## src/rtl/magia_fixture_pkg.sv

```systemverilog
// Shared constants, FSM state type and exit-code vector type for the MAGIA
// boot/EOC fixture.
package magia_fixture_pkg;

    localparam int unsigned N_TILES_DEF = 4;
    localparam int unsigned EXIT_W      = 16;
    localparam int unsigned ADDR_W      = 32;
    localparam int unsigned TIMER_W     = 32;

    typedef enum logic [1:0] {
        ST_IDLE       = 2'd0,
        ST_CONFIGURED = 2'd1,
        ST_RUNNING    = 2'd2,
        ST_DONE       = 2'd3
    } state_e;

    typedef logic [N_TILES_DEF*EXIT_W-1:0] exit_vec_t;

    // Tiles fetch from word-aligned addresses only.
    function automatic logic [ADDR_W-1:0] align_word(input logic [ADDR_W-1:0] addr);
        return addr & ~ADDR_W'(3);
    endfunction

endpackage

```

## src/rtl/magia_fixture_eoc_collector.sv

```systemverilog
// Per-tile sticky EOC tracking and first-exit-code capture.
// FILL_CODE is what a slice reads before its tile has reported.
module magia_fixture_eoc_collector
    import magia_fixture_pkg::*;
#(
    parameter int unsigned       N_TILES   = N_TILES_DEF,
    parameter logic [EXIT_W-1:0] FILL_CODE = '0
) (
    input  logic                        clk_i,
    input  logic                        rst_i,
    input  logic                        start_i,
    input  logic                        enable_i,
    input  logic [N_TILES-1:0]          eoc_i,
    input  logic [N_TILES*EXIT_W-1:0]   code_i,
    output logic [N_TILES-1:0]          seen_o,
    output logic [N_TILES*EXIT_W-1:0]   codes_o,
    output logic                        all_done_o
);

    logic [N_TILES-1:0]        seen_q, seen_d;
    logic [N_TILES*EXIT_W-1:0] codes_q, codes_d;
    logic                      all_done_q, all_done_d;

    // First EOC of each tile sets its sticky bit and freezes its code.
    always_comb begin
        seen_d  = seen_q;
        codes_d = codes_q;
        if (start_i) begin
            seen_d  = '0;
            codes_d = {N_TILES{FILL_CODE}};
        end else if (enable_i) begin
            for (int unsigned i = 0; i < N_TILES; i++) begin
                if (eoc_i[i] && !seen_q[i]) begin
                    seen_d[i]                   = 1'b1;
                    codes_d[i*EXIT_W +: EXIT_W] = code_i[i*EXIT_W +: EXIT_W];
                end
            end
        end
        all_done_d = &seen_d;
    end

    // Collector state registers.
    always_ff @(posedge clk_i) begin
        if (rst_i) begin
            seen_q     <= '0;
            codes_q    <= '0;
            all_done_q <= 1'b0;
        end else begin
            seen_q     <= seen_d;
            codes_q    <= codes_d;
            all_done_q <= all_done_d;
        end
    end

    assign seen_o     = seen_q;
    assign codes_o    = codes_q;
    assign all_done_o = all_done_q;

endmodule

```

## src/rtl/magia_fixture.sv

```systemverilog
// Boot / end-of-computation controller for the MAGIA tile mesh.
// Optional watchdog enabled by defining MAGIA_FIXTURE_TIMEOUT_EN.
module magia_fixture
    import magia_fixture_pkg::*;
#(
    parameter int unsigned N_TILES        = N_TILES_DEF,
    parameter int unsigned TIMEOUT_CYCLES = 1000000
) (
    input  logic                        clk_i,
    input  logic                        rst_i,
    input  logic                        init_i,
    input  logic [ADDR_W-1:0]           boot_addr_i,
    input  logic                        run_i,
    input  logic                        clear_i,
    input  logic [N_TILES-1:0]          tile_eoc_i,
    input  logic [N_TILES*EXIT_W-1:0]   tile_exit_code_i,
    output logic [ADDR_W-1:0]           tile_boot_addr_o,
    output logic [N_TILES-1:0]          tile_fetch_en_o,
    output logic                        busy_o,
    output logic                        eoc_o,
    output logic [N_TILES*EXIT_W-1:0]   exit_code_o,
    output logic                        fail_o,
    output logic                        timeout_o
);

    // Reject degenerate configurations at elaboration.
    if (N_TILES == 0 || TIMEOUT_CYCLES == 0) begin : g_param_check
        $error("magia_fixture: N_TILES and TIMEOUT_CYCLES must be >= 1");
    end

`ifdef MAGIA_FIXTURE_TIMEOUT_EN
    localparam logic [EXIT_W-1:0] FillCode = '1;
`else
    localparam logic [EXIT_W-1:0] FillCode = '0;
`endif

    state_e                    state_q, state_d;
    logic [ADDR_W-1:0]         boot_q, boot_d;
    logic [N_TILES-1:0]        fetch_en_q, fetch_en_d;
    logic                      busy_q, busy_d;
    logic                      eoc_q, eoc_d;
    logic                      fail_q, fail_d;
    logic                      timeout_q, timeout_d;
    logic                      start_c;
    logic                      timeout_hit_c;
    logic [N_TILES-1:0]        eoc_seen;
    logic [N_TILES*EXIT_W-1:0] exit_codes;
    logic                      all_done;

    magia_fixture_eoc_collector #(
        .N_TILES   (N_TILES),
        .FILL_CODE (FillCode)
    ) u_collector (
        .clk_i      (clk_i),
        .rst_i      (rst_i),
        .start_i    (start_c),
        .enable_i   (state_q == ST_RUNNING),
        .eoc_i      (tile_eoc_i),
        .code_i     (tile_exit_code_i),
        .seen_o     (eoc_seen),
        .codes_o    (exit_codes),
        .all_done_o (all_done)
    );

`ifdef MAGIA_FIXTURE_TIMEOUT_EN
    logic [TIMER_W-1:0] timer_q, timer_d;

    // Watchdog counts RUNNING cycles from zero at run start.
    always_comb begin
        timer_d = timer_q;
        if (start_c) begin
            timer_d = '0;
        end else if (state_q == ST_RUNNING) begin
            timer_d = timer_q + TIMER_W'(1);
        end
    end

    assign timeout_hit_c = (state_q == ST_RUNNING) &&
                           (timer_q == TIMER_W'(TIMEOUT_CYCLES - 1));

    // Watchdog counter register.
    always_ff @(posedge clk_i) begin
        if (rst_i) begin
            timer_q <= '0;
        end else begin
            timer_q <= timer_d;
        end
    end
`else
    assign timeout_hit_c = 1'b0;
`endif

    // Next state and next registered outputs.
    always_comb begin
        state_d    = state_q;
        boot_d     = boot_q;
        fetch_en_d = '0;
        busy_d     = 1'b0;
        eoc_d      = 1'b0;
        fail_d     = 1'b0;
        timeout_d  = 1'b0;
        start_c    = 1'b0;
        case (state_q)
            ST_IDLE: begin
                if (init_i) begin
                    boot_d  = align_word(boot_addr_i);
                    state_d = ST_CONFIGURED;
                end
            end
            ST_CONFIGURED: begin
                if (init_i) begin
                    boot_d = align_word(boot_addr_i);
                end
                if (run_i) begin
                    start_c    = 1'b1;
                    fetch_en_d = '1;
                    busy_d     = 1'b1;
                    state_d    = ST_RUNNING;
                end
            end
            ST_RUNNING: begin
                if (all_done) begin
                    eoc_d   = 1'b1;
                    fail_d  = |exit_codes;
                    state_d = ST_DONE;
                end else if (timeout_hit_c) begin
                    eoc_d     = 1'b1;
                    fail_d    = 1'b1;
                    timeout_d = 1'b1;
                    state_d   = ST_DONE;
                end else begin
                    // A tile loses fetch enable as soon as its EOC is captured.
                    fetch_en_d = ~(eoc_seen | tile_eoc_i);
                    busy_d     = 1'b1;
                end
            end
            ST_DONE: begin
                if (clear_i) begin
                    state_d = ST_IDLE;
                end else begin
                    eoc_d     = 1'b1;
                    fail_d    = fail_q;
                    timeout_d = timeout_q;
                end
            end
            default: state_d = ST_IDLE;
        endcase
    end

    // State and output registers.
    always_ff @(posedge clk_i) begin
        if (rst_i) begin
            state_q    <= ST_IDLE;
            boot_q     <= '0;
            fetch_en_q <= '0;
            busy_q     <= 1'b0;
            eoc_q      <= 1'b0;
            fail_q     <= 1'b0;
            timeout_q  <= 1'b0;
        end else begin
            state_q    <= state_d;
            boot_q     <= boot_d;
            fetch_en_q <= fetch_en_d;
            busy_q     <= busy_d;
            eoc_q      <= eoc_d;
            fail_q     <= fail_d;
            timeout_q  <= timeout_d;
        end
    end

    assign tile_boot_addr_o = boot_q;
    assign tile_fetch_en_o  = fetch_en_q;
    assign busy_o           = busy_q;
    assign eoc_o            = eoc_q;
    assign exit_code_o      = exit_codes;
    assign fail_o           = fail_q;
    assign timeout_o        = timeout_q;

endmodule

```

## config.mk

```make
export PLATFORM = sky130hd
export DESIGN_NAME = magia_fixture
export DESIGN_NICKNAME = d
export VERILOG_FILES = /design/src/rtl/magia_fixture_pkg.sv /design/src/rtl/magia_fixture_eoc_collector.sv /design/src/rtl/magia_fixture.sv
export SDC_FILE = /design/constraint.sdc
export NUM_CORES = 1
export LEC_CHECK = 0
export BUFFER_PORTS_ARGS = -buffer_cell sky130_fd_sc_hd__buf_2
export CORE_ASPECT_RATIO = 0.5
export CORE_MARGIN = 2
export CORE_UTILIZATION = 45
export DETAILED_ROUTE_END_ITERATION = 6
export PLACE_DENSITY = 0.79
export SYNTH_ARGS = -nofsm -noshare
export SYNTH_HDL_FRONTEND = slang
export SYNTH_HIERARCHICAL = 1
export SYNTH_SLANG_ARGS = --single-unit
```

## constraint.sdc

```tcl
create_clock -name clk_i -period 4.05 [get_ports clk_i]
set_input_delay 0.2025 -clock clk_i [delete_from_list [all_inputs] [get_ports clk_i]]
set_output_delay 0.2025 -clock clk_i [all_outputs]
set_load 0.02 [all_outputs]
```

==> results.txt, run 1 <==
Gate power share: 27.4%
Worst-path clk slew: 0.07 ns
Final ANT Viol Nets: 0
Syn-to-layout area delta: 30.62%
Synth area leader: dfxtp_1
Num CTS Buffers: 9
initial antenna violation count: 0
setup ws final: 1.856 ns
skew final: 0.007454 ns
top_reg_cell synth: dfxtp_1
setup TNS: 0 ns
cell area after synthesis: 4148 um2
Synth Area per Inst: 8.165 um2
largest net degree at the start of global routing: 38
peak supply drop: 0.2781 mV
total congestion overflow: 0
H-tree Lvls: 3
crit path time final: 2.194 ns
critical path class: reg -> reg
area taken by multi-input logic gates: 1765 um2
Syn Inst Count: 508
Final Wtd Congestion: 0.8164
total power: 2.919 mW
PD cells: 538.8 nW/um2
Clk pwr share: 30.1%
TritonCTS clock tree: yes
Worst Hold End: u_collector/codes_o[3]
number of filler instances in the final layout: 802
wire per inst: 13.26 um
DP HPWL: 7735 um
Int Pwr: 1.955 mW
fraction of layout cells with a size suffix above 1: 35.25%
final net count: 801
Clock Tree Buf Depth: 2
Starting Density: 46.98%
Worst Setup End Kind: register
Worst Max-Slew Pin Slew: 1.202 ns
post-detailed-route DRC marker count: 0
CP Launch Type: register
Worst EP arrival: 2.40 ns
Switching Fraction: 33.04%
Yosys cell types: 33
Slew HR: 19.87%
final hold slack: 0.09213 ns
RSZ-0062 raised after global routing: no
sequential area share after synthesis: 52.13%
Worst Setup Slack post-DPL: 1.868 ns
I/O pins: 209
Vias/cell: 4.884
Initial DRC Count: 253
leakage power: 2.473 nW
Post CTS Setup Buffer Count: 0
Cell Rows: 24
DRT Wirelength: 10,770 um
FF/Latch Area: 2162 um2
Slew Viols, Final: 0
FF-to-FF setup slack: 1.86 ns
CP max FO: 36
Fin. Hold Viols: 0
Max-Cap Viols: 0
Pre-antenna DRT Iters: 4
hold depth: 3
I/O Buffers: 203
Syn. warnings: 6
CP required: 4.26 ns
commonest non-fill, non-tap cell in the layout: buf_2
Synth top area share: 52.13%
post-synthesis register bit count: 108
Fmax achieved: 455.9 MHz
Core Area: 8828 um2
final worst-path cycle share: 54.16%
most frequent cells in the layout: 203 x buf_2, 188 x nand2_1, 108 x dfxtp_1
worst r2r src: state_q[1]
Finished Cell Area: 5418 um2
n_diodes: 0
part of the power in registers: 42.6%
HP Start: tile_exit_code_i[3]
Num Clock Sinks: 108
DIE WIDTH: 139.8 um
count of final setup violators: 0
worst flop-to-flop path endpoint: u_collector/codes_o[15]
first-pass GRT wire length: 17,140 um
number of synthesized flops with an enable pin: 0
PostCTS Resize Cnt: 0
gr usage total: 21.13%
ys async rst share: 0%
die area: 10,050 um2
post-placement cell area: 5116 um2
hold_buf cts: 0
outcome: finished clean
HP Class: in -> reg
routed via count: 3,966
worst reg2reg path depth: 7
Skew-Pair Late Insertion Delay: 0.34 ns
Sw Pwr: 0.9646 mW
Synth area leaders: dfxtp_1 52%, nand2_1 17%, a21oi_1 11%
die height: 71.89 um
via count of the first global-routing pass: 3,646
clk root buf: clkbuf_16
through the flow:
step / utilization [%] / cells
global route: 61.37 / 812
detailed placement: 57.95 / 797
floorplan: - / 510
global placement: 57.95 / 797
CTS: 61.37 / 812
finish: 61.37 / 812
kinds of logic (layout without fill, tap and decap cells):
group / Yosys count / in the layout / share of synthesized area [%]
AND/OR/NAND/NOR: 248 / 248 / 25.97
flip-flops: 108 / 108 / 52.13
AO/OA/AOI/OAI: 106 / 106 / 14.42
buffers and inverters: 39 / 224 / 5.641
adder cells (fa/ha/maj): 5 / 5 / 1.508
other: 1 / 3 / 0.09041
multiplexers: 1 / 1 / 0.2413
registers in the layout, summed over array words and instances (netlist names):
| register | flops |
|---|---|
| u_collector/codes_o | 64 |
| tile_boot_addr_o | 30 |
| tile_fetch_en_o | 4 |
| u_collector/seen_o | 4 |
| state_q | 2 |
| busy_o | 1 |
| eoc_o | 1 |
| fail_o | 1 |
| u_collector/all_done_o | 1 |
metal layers:
layer	vias up	global-route usage [%]	wire, um
met5	-	0	0
met2	121	36.15	5263
met1	1799	26.36	4657
li1	2026	-	-
met3	20	5.682	665
met4	0	7.000	182
cell usage after synthesis (2+ instances only):
cell	number
nand4_1	4
and3b_2	3
nor4_1	17
a21oi_2	10
nor2b_1	3
inv_1	4
nand3b_2	4
a21oi_1	90
nand2_1	188
buf_2	12
buf_4	6
clkbuf_2	3
clkbuf_1	8
dfxtp_1	108
nor2_1	22
buf_6	4
nand2_2	2
ha_1	5
critical path, cell delays in order (launching register included):
cell	delay, ns
dfxtp_1	0.34
inv_1	0.11
ha_1	0.22
nand2_1	0.07
inv_1	0.14
or2_2	0.59
buf_4	0.49
a21oi_1	0.08
power by group through the flow:
| stage | clock network (mW) | registers [mW] | logic, mW |
|---|---|---|---|
| floorplan | 0 | 1.38 | 0.460 |
| global placement | 0 | 1.26 | 0.788 |
| detailed placement | 0 | 1.27 | 0.799 |
| CTS | 0.902 | 1.24 | 0.804 |
| global route | 0.945 | 1.26 | 0.888 |
| finish | 0.878 | 1.24 | 0.799 |
how the worst max path moves through the flow:
stage / startpoint / end / slack [ns] / cells after the start
floorplan: state_q[0] / state_q[1] / 2.48 / 6
global placement: state_q[1] / u_collector/seen_o[1] / 1.89 / 7
detailed placement: state_q[1] / u_collector/seen_o[1] / 1.87 / 7
CTS: state_q[1] / u_collector/seen_o[1] / 1.86 / 7
global route: state_q[1] / u_collector/codes_o[15] / 1.65 / 7
finish: state_q[1] / u_collector/codes_o[15] / 1.86 / 7
final cells by class:
type	count	share of cell area, %
clock buffer	11	4.665
clock inverter	4	0.9007
multi-input combinational	363	32.59
sequential	108	39.91
inverter	5	0.3464
timing repair buffer	204	18.89
tap	117	2.702
No activity file was read; power rests on OpenSTA's default activity.
==> inputs of run 2 (changes only) <==
Settings changed: CORE_UTILIZATION 45 to 41, PLACE_DENSITY 0.79 to 0.76.
Clock period 4.05 ns to 1.9 ns, I/O delays scaled along.
==> run 2 against run 1 <==
Utilization up 4.9 points; critical path depth unchanged; clock skew up 0.00087 ns; clock power up 110%; wire length up 21%; worst setup slack worse by 1.7 ns; combinational power up 140%; highest routed layer unchanged; sequential power up 110%; first-iteration DRC count down 5.9%; global-route usage up 1.7 points; power up 120%; non-clock buffer count up 95.
==> results.txt, run 2 (synthesis gave the netlist of run 1 again) <==
Slew HR: 65.13%
leakage power: 2.876 nW
Max-Cap Viols: 0
I/O Buffers: 203
setup ws final: 0.1966 ns
Worst Hold End: u_collector/codes_o[36]
Vias/cell: 4.864
peak supply drop: 0.5319 mV
outcome: finished clean
count of final setup violators: 0
Final ANT Viol Nets: 0
Final Wtd Congestion: 0.8326
final hold slack: 0.008791 ns
Core Area: 9634 um2
commonest non-fill, non-tap cell in the layout: buf_2
initial antenna violation count: 0
Clock Tree Buf Depth: 2
Gate power share: 30.2%
Clk pwr share: 28.7%
DP HPWL: 7862 um
DIE WIDTH: 146.2 um
die height: 75.12 um
Finished Cell Area: 6381 um2
gr usage total: 22.82%
setup TNS: 0 ns
skew final: 0.008327 ns
largest net degree at the start of global routing: 64
Pre-antenna DRT Iters: 5
Skew-Pair Late Insertion Delay: 0.34 ns
Syn-to-layout area delta: 53.85%
worst r2r src: state_q[1]
first-pass GRT wire length: 19,870 um
H-tree Lvls: 3
Worst Max-Slew Pin Slew: 0.5176 ns
Fin. Hold Viols: 0
max reg flops: 64
HP Class: in -> reg
Starting Density: 43.05%
routed via count: 4,504
worst flop-to-flop path endpoint: u_collector/codes_o[16]
part of the power in registers: 41.1%
Cell Rows: 25
Initial DRC Count: 238
Switching Fraction: 33.06%
clk root buf: clkbuf_16
FF-to-FF setup slack: 0.20 ns
PD cells: 1012 nW/um2
worst reg2reg path depth: 7
Num Clock Sinks: 108
Fmax achieved: 587.1 MHz
n_diodes: 0
critical path class: reg -> reg
most frequent cells in the layout: 203 x buf_2, 188 x nand2_1, 108 x dfxtp_1
most used cell, CP: inv_1
total congestion overflow: 0
final net count: 896
HP Start: tile_exit_code_i[36]
Num CTS Buffers: 9
final worst-path cycle share: 89.65%
via count of the first global-routing pass: 4,221
die area: 10,990 um2
post-detailed-route DRC marker count: 0
CP required: 2.16 ns
CP Launch Type: register
Worst Setup Slack post-DPL: 0.1064 ns
CP max stage delay: 0.38 ns
hold depth: 3
crit path time final: 1.703 ns
Worst EP arrival: 1.96 ns
Int Pwr: 4.322 mW
I/O pins: 209
Slew Viols, Final: 0
DRT Wirelength: 13,040 um
fraction of layout cells with a size suffix above 1: 31.98%
TritonCTS clock tree: yes
wire per inst: 14.08 um
post-placement cell area: 5211 um2
Crit-path slowest cell: dfxtp_1
CP max FO: 63
Worst-path clk slew: 0.07 ns
Sw Pwr: 2.135 mW
RSZ-0062 raised after global routing: no
worst path cell trace: inv_1 > ha_1 > nand2_1 > inv_1 > or2_4 > buf_12 > a21oi_1
Worst Setup End Kind: register
==> run 2: cell types whose count changed in the layout (fill, tap and decap cells not counted) <==
cell / before / now
and3b_1: 1 / 0
and3b_2: 3 / 4
buf_12: 0 / 1
buf_4: 1 / 8
clkbuf_1: 0 / 2
clkbuf_8: 2 / 1
dlygate4sd3_1: 0 / 87
or2_2: 1 / 0
or2_4: 0 / 1
==> run 2: area by class of cell <==
| type | instances | area [um2] |
|---|---|---|
| fill | 758 | 3253 |
| sequential | 108 | 2162 |
| timing repair buffer | 299 | 1967 |
| multi-input combinational | 363 | 1769 |
| clock buffer | 12 | 246.5 |
| tap | 135 | 168.9 |
| clock inverter | 4 | 48.80 |
| inverter | 5 | 18.77 |
==> run 2: repair_timing <==
| item | CTS | global route |
|---|---|---|
| endpoints found under the hold margin | 87 | 0 |
| hold buffers | 87 | 0 |
| resized for setup | 0 | 2 |
| endpoints found under the setup margin | 0 | 20 |
| buffers inserted | 0 | 0 |
==> run 2: critical path: cells and delay by family (launching register included) <==
family / cells / cell delay [ns]
flip-flops: 1 / 0.38
AO/OA/AOI/OAI: 1 / 0.19
AND/OR/NAND/NOR: 2 / 0.39
buffers and inverters: 3 / 0.41
adder cells (fa/ha/maj): 1 / 0.24
==> run 2: metrics by stage <==
| step | util [%] | total power, mW | instances |
|---|---|---|---|
| 2_1_floorplan | - | 3.926 | 510 |
| 3_3_place_gp | 54.09 | 4.453 | 823 |
| 3_5_place_dp | 54.09 | 4.487 | 823 |
| 4_1_cts | 66.19 | 6.480 | 926 |
| 5_1_grt | 66.23 | 6.815 | 926 |
| 6_report | 66.23 | 6.458 | 926 |
==> run 2: per-layer routing <==
layer	global-route usage (%)	up-vias	part of all wire [%]
met5	0	-	0
met4	11.65	0	3.2
met3	6.000	38	6.4
met2	42.56	184	52
met1	25.03	2059	39
li1	-	2223	-
==> run 2: power by group through the flow <==
| stage | registers [mW] | clock network [mW] | logic (mW) |
|---|---|---|---|
| 6_report | 2.66 | 1.85 | 1.95 |
| 5_1_grt | 2.69 | 2.00 | 2.13 |
| 4_1_cts | 2.65 | 1.90 | 1.93 |
| 3_5_place_dp | 2.70 | 0 | 1.79 |
| 3_3_place_gp | 2.69 | 0 | 1.76 |
| 2_1_floorplan | 2.94 | 0 | 0.982 |
==> run 2: worst max path at each step <==
stage,startpoint,end,slack (ns),cells after the start
after floorplan,state_q[0],state_q[1],0.33,6
after detailed placement,state_q[0],u_collector/codes_o[26],0.11,6
after global routing,state_q[1],u_collector/codes_o[29],0.06,7
after CTS,state_q[0],u_collector/codes_o[26],0.07,6
final,state_q[1],u_collector/codes_o[16],0.20,7
after global placement,state_q[0],u_collector/codes_o[25],0.17,6
==> inputs of run 3 (changes only) <==
Settings changed: ABC_AREA from default to 1, CORE_UTILIZATION 41 to 42, PLACE_DENSITY 0.76 to 0.83.
==> run 3 against run 2 <==
Power up 28%; register-to-register slack got worse by 0.07 ns; sequential share of layout area fell by 1.9 points; worst setup slack got worse by 0.068 ns; cell area grew 6.1%; largest cell class unchanged.
==> results.txt, run 3 <==
Final Wtd Congestion: 0.7960
CP max stage delay: 0.38 ns
wire per inst: 12.21 um
Syn-to-layout area delta: 46.10%
post-synthesis register bit count: 108
via count of the first global-routing pass: 4,808
routed via count: 5,039
count of final setup violators: 0
CP Launch Type: register
n_diodes: 0
Num CTS Buffers: 9
Switching Fraction: 40.00%
Syn Inst Count: 688
CP required: 2.13 ns
RSZ-0062 raised after global routing: no
CP Launch Point: state_q[1]
post-detailed-route DRC marker count: 0
DRT Wirelength: 13,560 um
Syn. warnings: 6
most common cell in the netlist: nor2_1
H-tree Lvls: 3
sequential area share after synthesis: 46.66%
Fmax achieved: 564.6 MHz
largest net degree at the start of global routing: 69
Worst EP arrival: 2.01 ns
cell area after synthesis: 4633 um2
Placed Cells incl. Taps: 1,010
Pre-antenna DRT Iters: 4
Worst Setup End Kind: register
final worst-path cycle share: 93.22%
Starting Density: 42.59%
setup TNS: 0 ns
most used cell, CP: nor2_1
I/O pins: 209
total congestion overflow: 0
Vias/cell: 4.540
die height: 78.27 um
Clk pwr share: 22.8%
clk root buf: clkbuf_16
worst r2r src: state_q[1]
Synth area leader: dfxtp_1
ys async rst share: 0%
synth cell count leaders: 244 x nor2_1, 170 x nand2_1, 108 x dfxtp_1, 83 x inv_1, 26 x o21ai_0
outcome: finished clean
fraction of layout cells with a size suffix above 1: 24.15%
HP Start: boot_addr_i[6]
first-pass GRT wire length: 21,370 um
Sw Pwr: 3.306 mW
PD cells: 1221 nW/um2
Gate power share: 39.7%
gr usage total: 21.96%
Int Pwr: 4.958 mW
Max-Cap Viols: 0
DP HPWL: 8028 um
Cell Rows: 27
Slew Viols, Final: 0
Initial DRC Count: 281
Synth area leaders: dfxtp_1 47%, nor2_1 20%, nand2_1 14%
critical path class: reg -> reg
FF-to-FF setup slack: 0.13 ns
Core Area: 10,880 um2
crit path time final: 1.771 ns
Fin. Hold Viols: 0
Clock Tree Buf Depth: 2
Yosys cell types: 20
Skew-Pair Late Insertion Delay: 0.34 ns
Non-Filler Instances: 1,110
die area: 11,940 um2
worst path cell trace: inv_1 > ha_1 > o21ai_2 > clkinvlp_4 > nor2_1 > nor2_1
Synth top area share: 46.66%
initial antenna violation count: 0
commonest non-fill, non-tap cell in the layout: nor2_1
top_reg_cell synth: dfxtp_1
Worst-path clk slew: 0.07 ns
DIE WIDTH: 152.5 um
skew final: 0.004512 ns
most frequent cells in the layout: 244 x nor2_1, 203 x buf_2, 170 x nand2_1
final net count: 1,070
TritonCTS clock tree: yes
Crit-path slowest cell: clkinvlp_4
HP Class: in -> reg
peak supply drop: 0.7051 mV
Num Clock Sinks: 108
max reg flops: 64
leakage power: 3.810 nW
CP max FO: 15
part of the power in registers: 37.4%
I/O Buffers: 203
Final ANT Viol Nets: 0
number of synthesized flops with an enable pin: 0
Synth Area per Inst: 6.734 um2
==> run 3: cell count changes after synthesis, sizes merged, moves of 5 or more <==
cell / delta
nor2: +223
o21ai: +30
nor4: -17
inv: +78
nand3: +6
buf: +7
clkbuf: -9
nand2: -20
nand3b: -5
a21oi: -97
==> run 3: final cells by class <==
| cell class | instances | area, um2 |
|---|---|---|
| inverter | 83 | 315.3 |
| sequential | 108 | 2162 |
| clock inverter | 7 | 76.32 |
| tap | 145 | 181.4 |
| multi-input combinational | 467 | 1917 |
| clock buffer | 9 | 225.2 |
| timing repair buffer | 290 | 1884 |
| fill | 903 | 4109 |
| timing repair inverter | 1 | 7.507 |
==> run 3: path summary, 6_finish.rpt <==
kind,cells after the start,endpoint
setup / recovery,6,tile_boot_addr_o[11]
hold / removal,3,tile_boot_addr_o[6]
setup reg to reg,6,tile_boot_addr_o[11]
hold reg to reg,2,fail_o
==> run 3: metal layers <==
metal	share of wire [%]	global-route usage, %	wire, um	up-vias
li1	-	-	-	2550
met1	39	22.17	5273	2220
met2	50	39.77	6722	195
met3	5.6	5.964	759	74
met4	5.9	16.30	801	0
met5	0	0	0	-
==> run 3: cell families (layout without fill, tap and decap cells) <==
family,Yosys count,in the layout,share of synthesized area (%)
AOI/OAI and AO/OA,36,36,4.024
adders and majority gates,5,5,1.350
buffers and inverters,115,390,12.23
DFF,108,108,46.66
other,1,3,0.08094
and+or+nand+nor,423,423,35.65
==> run 3: timing repair <==
action                                  in CTS  in global routing
hold buffers                                81                  0
endpoints found under the setup margin       0                 11
buffers inserted                             0                  2
hold endpoints to repair                    81                  0
gates resized for setup                      0                  2
==> run 3: power by group through the flow <==
stage / clock, mW / combinational, mW / sequential [mW]
after global placement: 0 / 2.98 / 3.10
final: 1.89 / 3.28 / 3.09
after detailed placement: 0 / 3.05 / 3.12
after floorplan: 0 / 1.65 / 3.70
after global routing: 2.02 / 3.67 / 3.16
after CTS: 1.95 / 3.19 / 3.08
==> run 3: through the flow <==
stage               utilization (%)  hold WS (ns)  total power, mW  worst slack, ns  instance area (um2)
CTS                           61.99      0.001441            8.214           0.2035                 6743
finish                        62.23       0.01197            8.264           0.1288                 6769
global placement              51.76        0.3157            6.077           0.2667                 5630
global route                  62.23       0.02129            8.845         0.008984                 6769
floorplan                         -        0.1641            5.349           0.5037                 4641
detailed placement            51.76        0.3230            6.174           0.2197                 5630
==> run 3: critical path: cells and delay by family, from the launching register on <==
family | cells | cell delay (ns)
buf+inv | 2 | 0.48
flops | 1 | 0.36
compound gates | 1 | 0.32
simple gates | 2 | 0.27
fa+ha+maj | 1 | 0.23
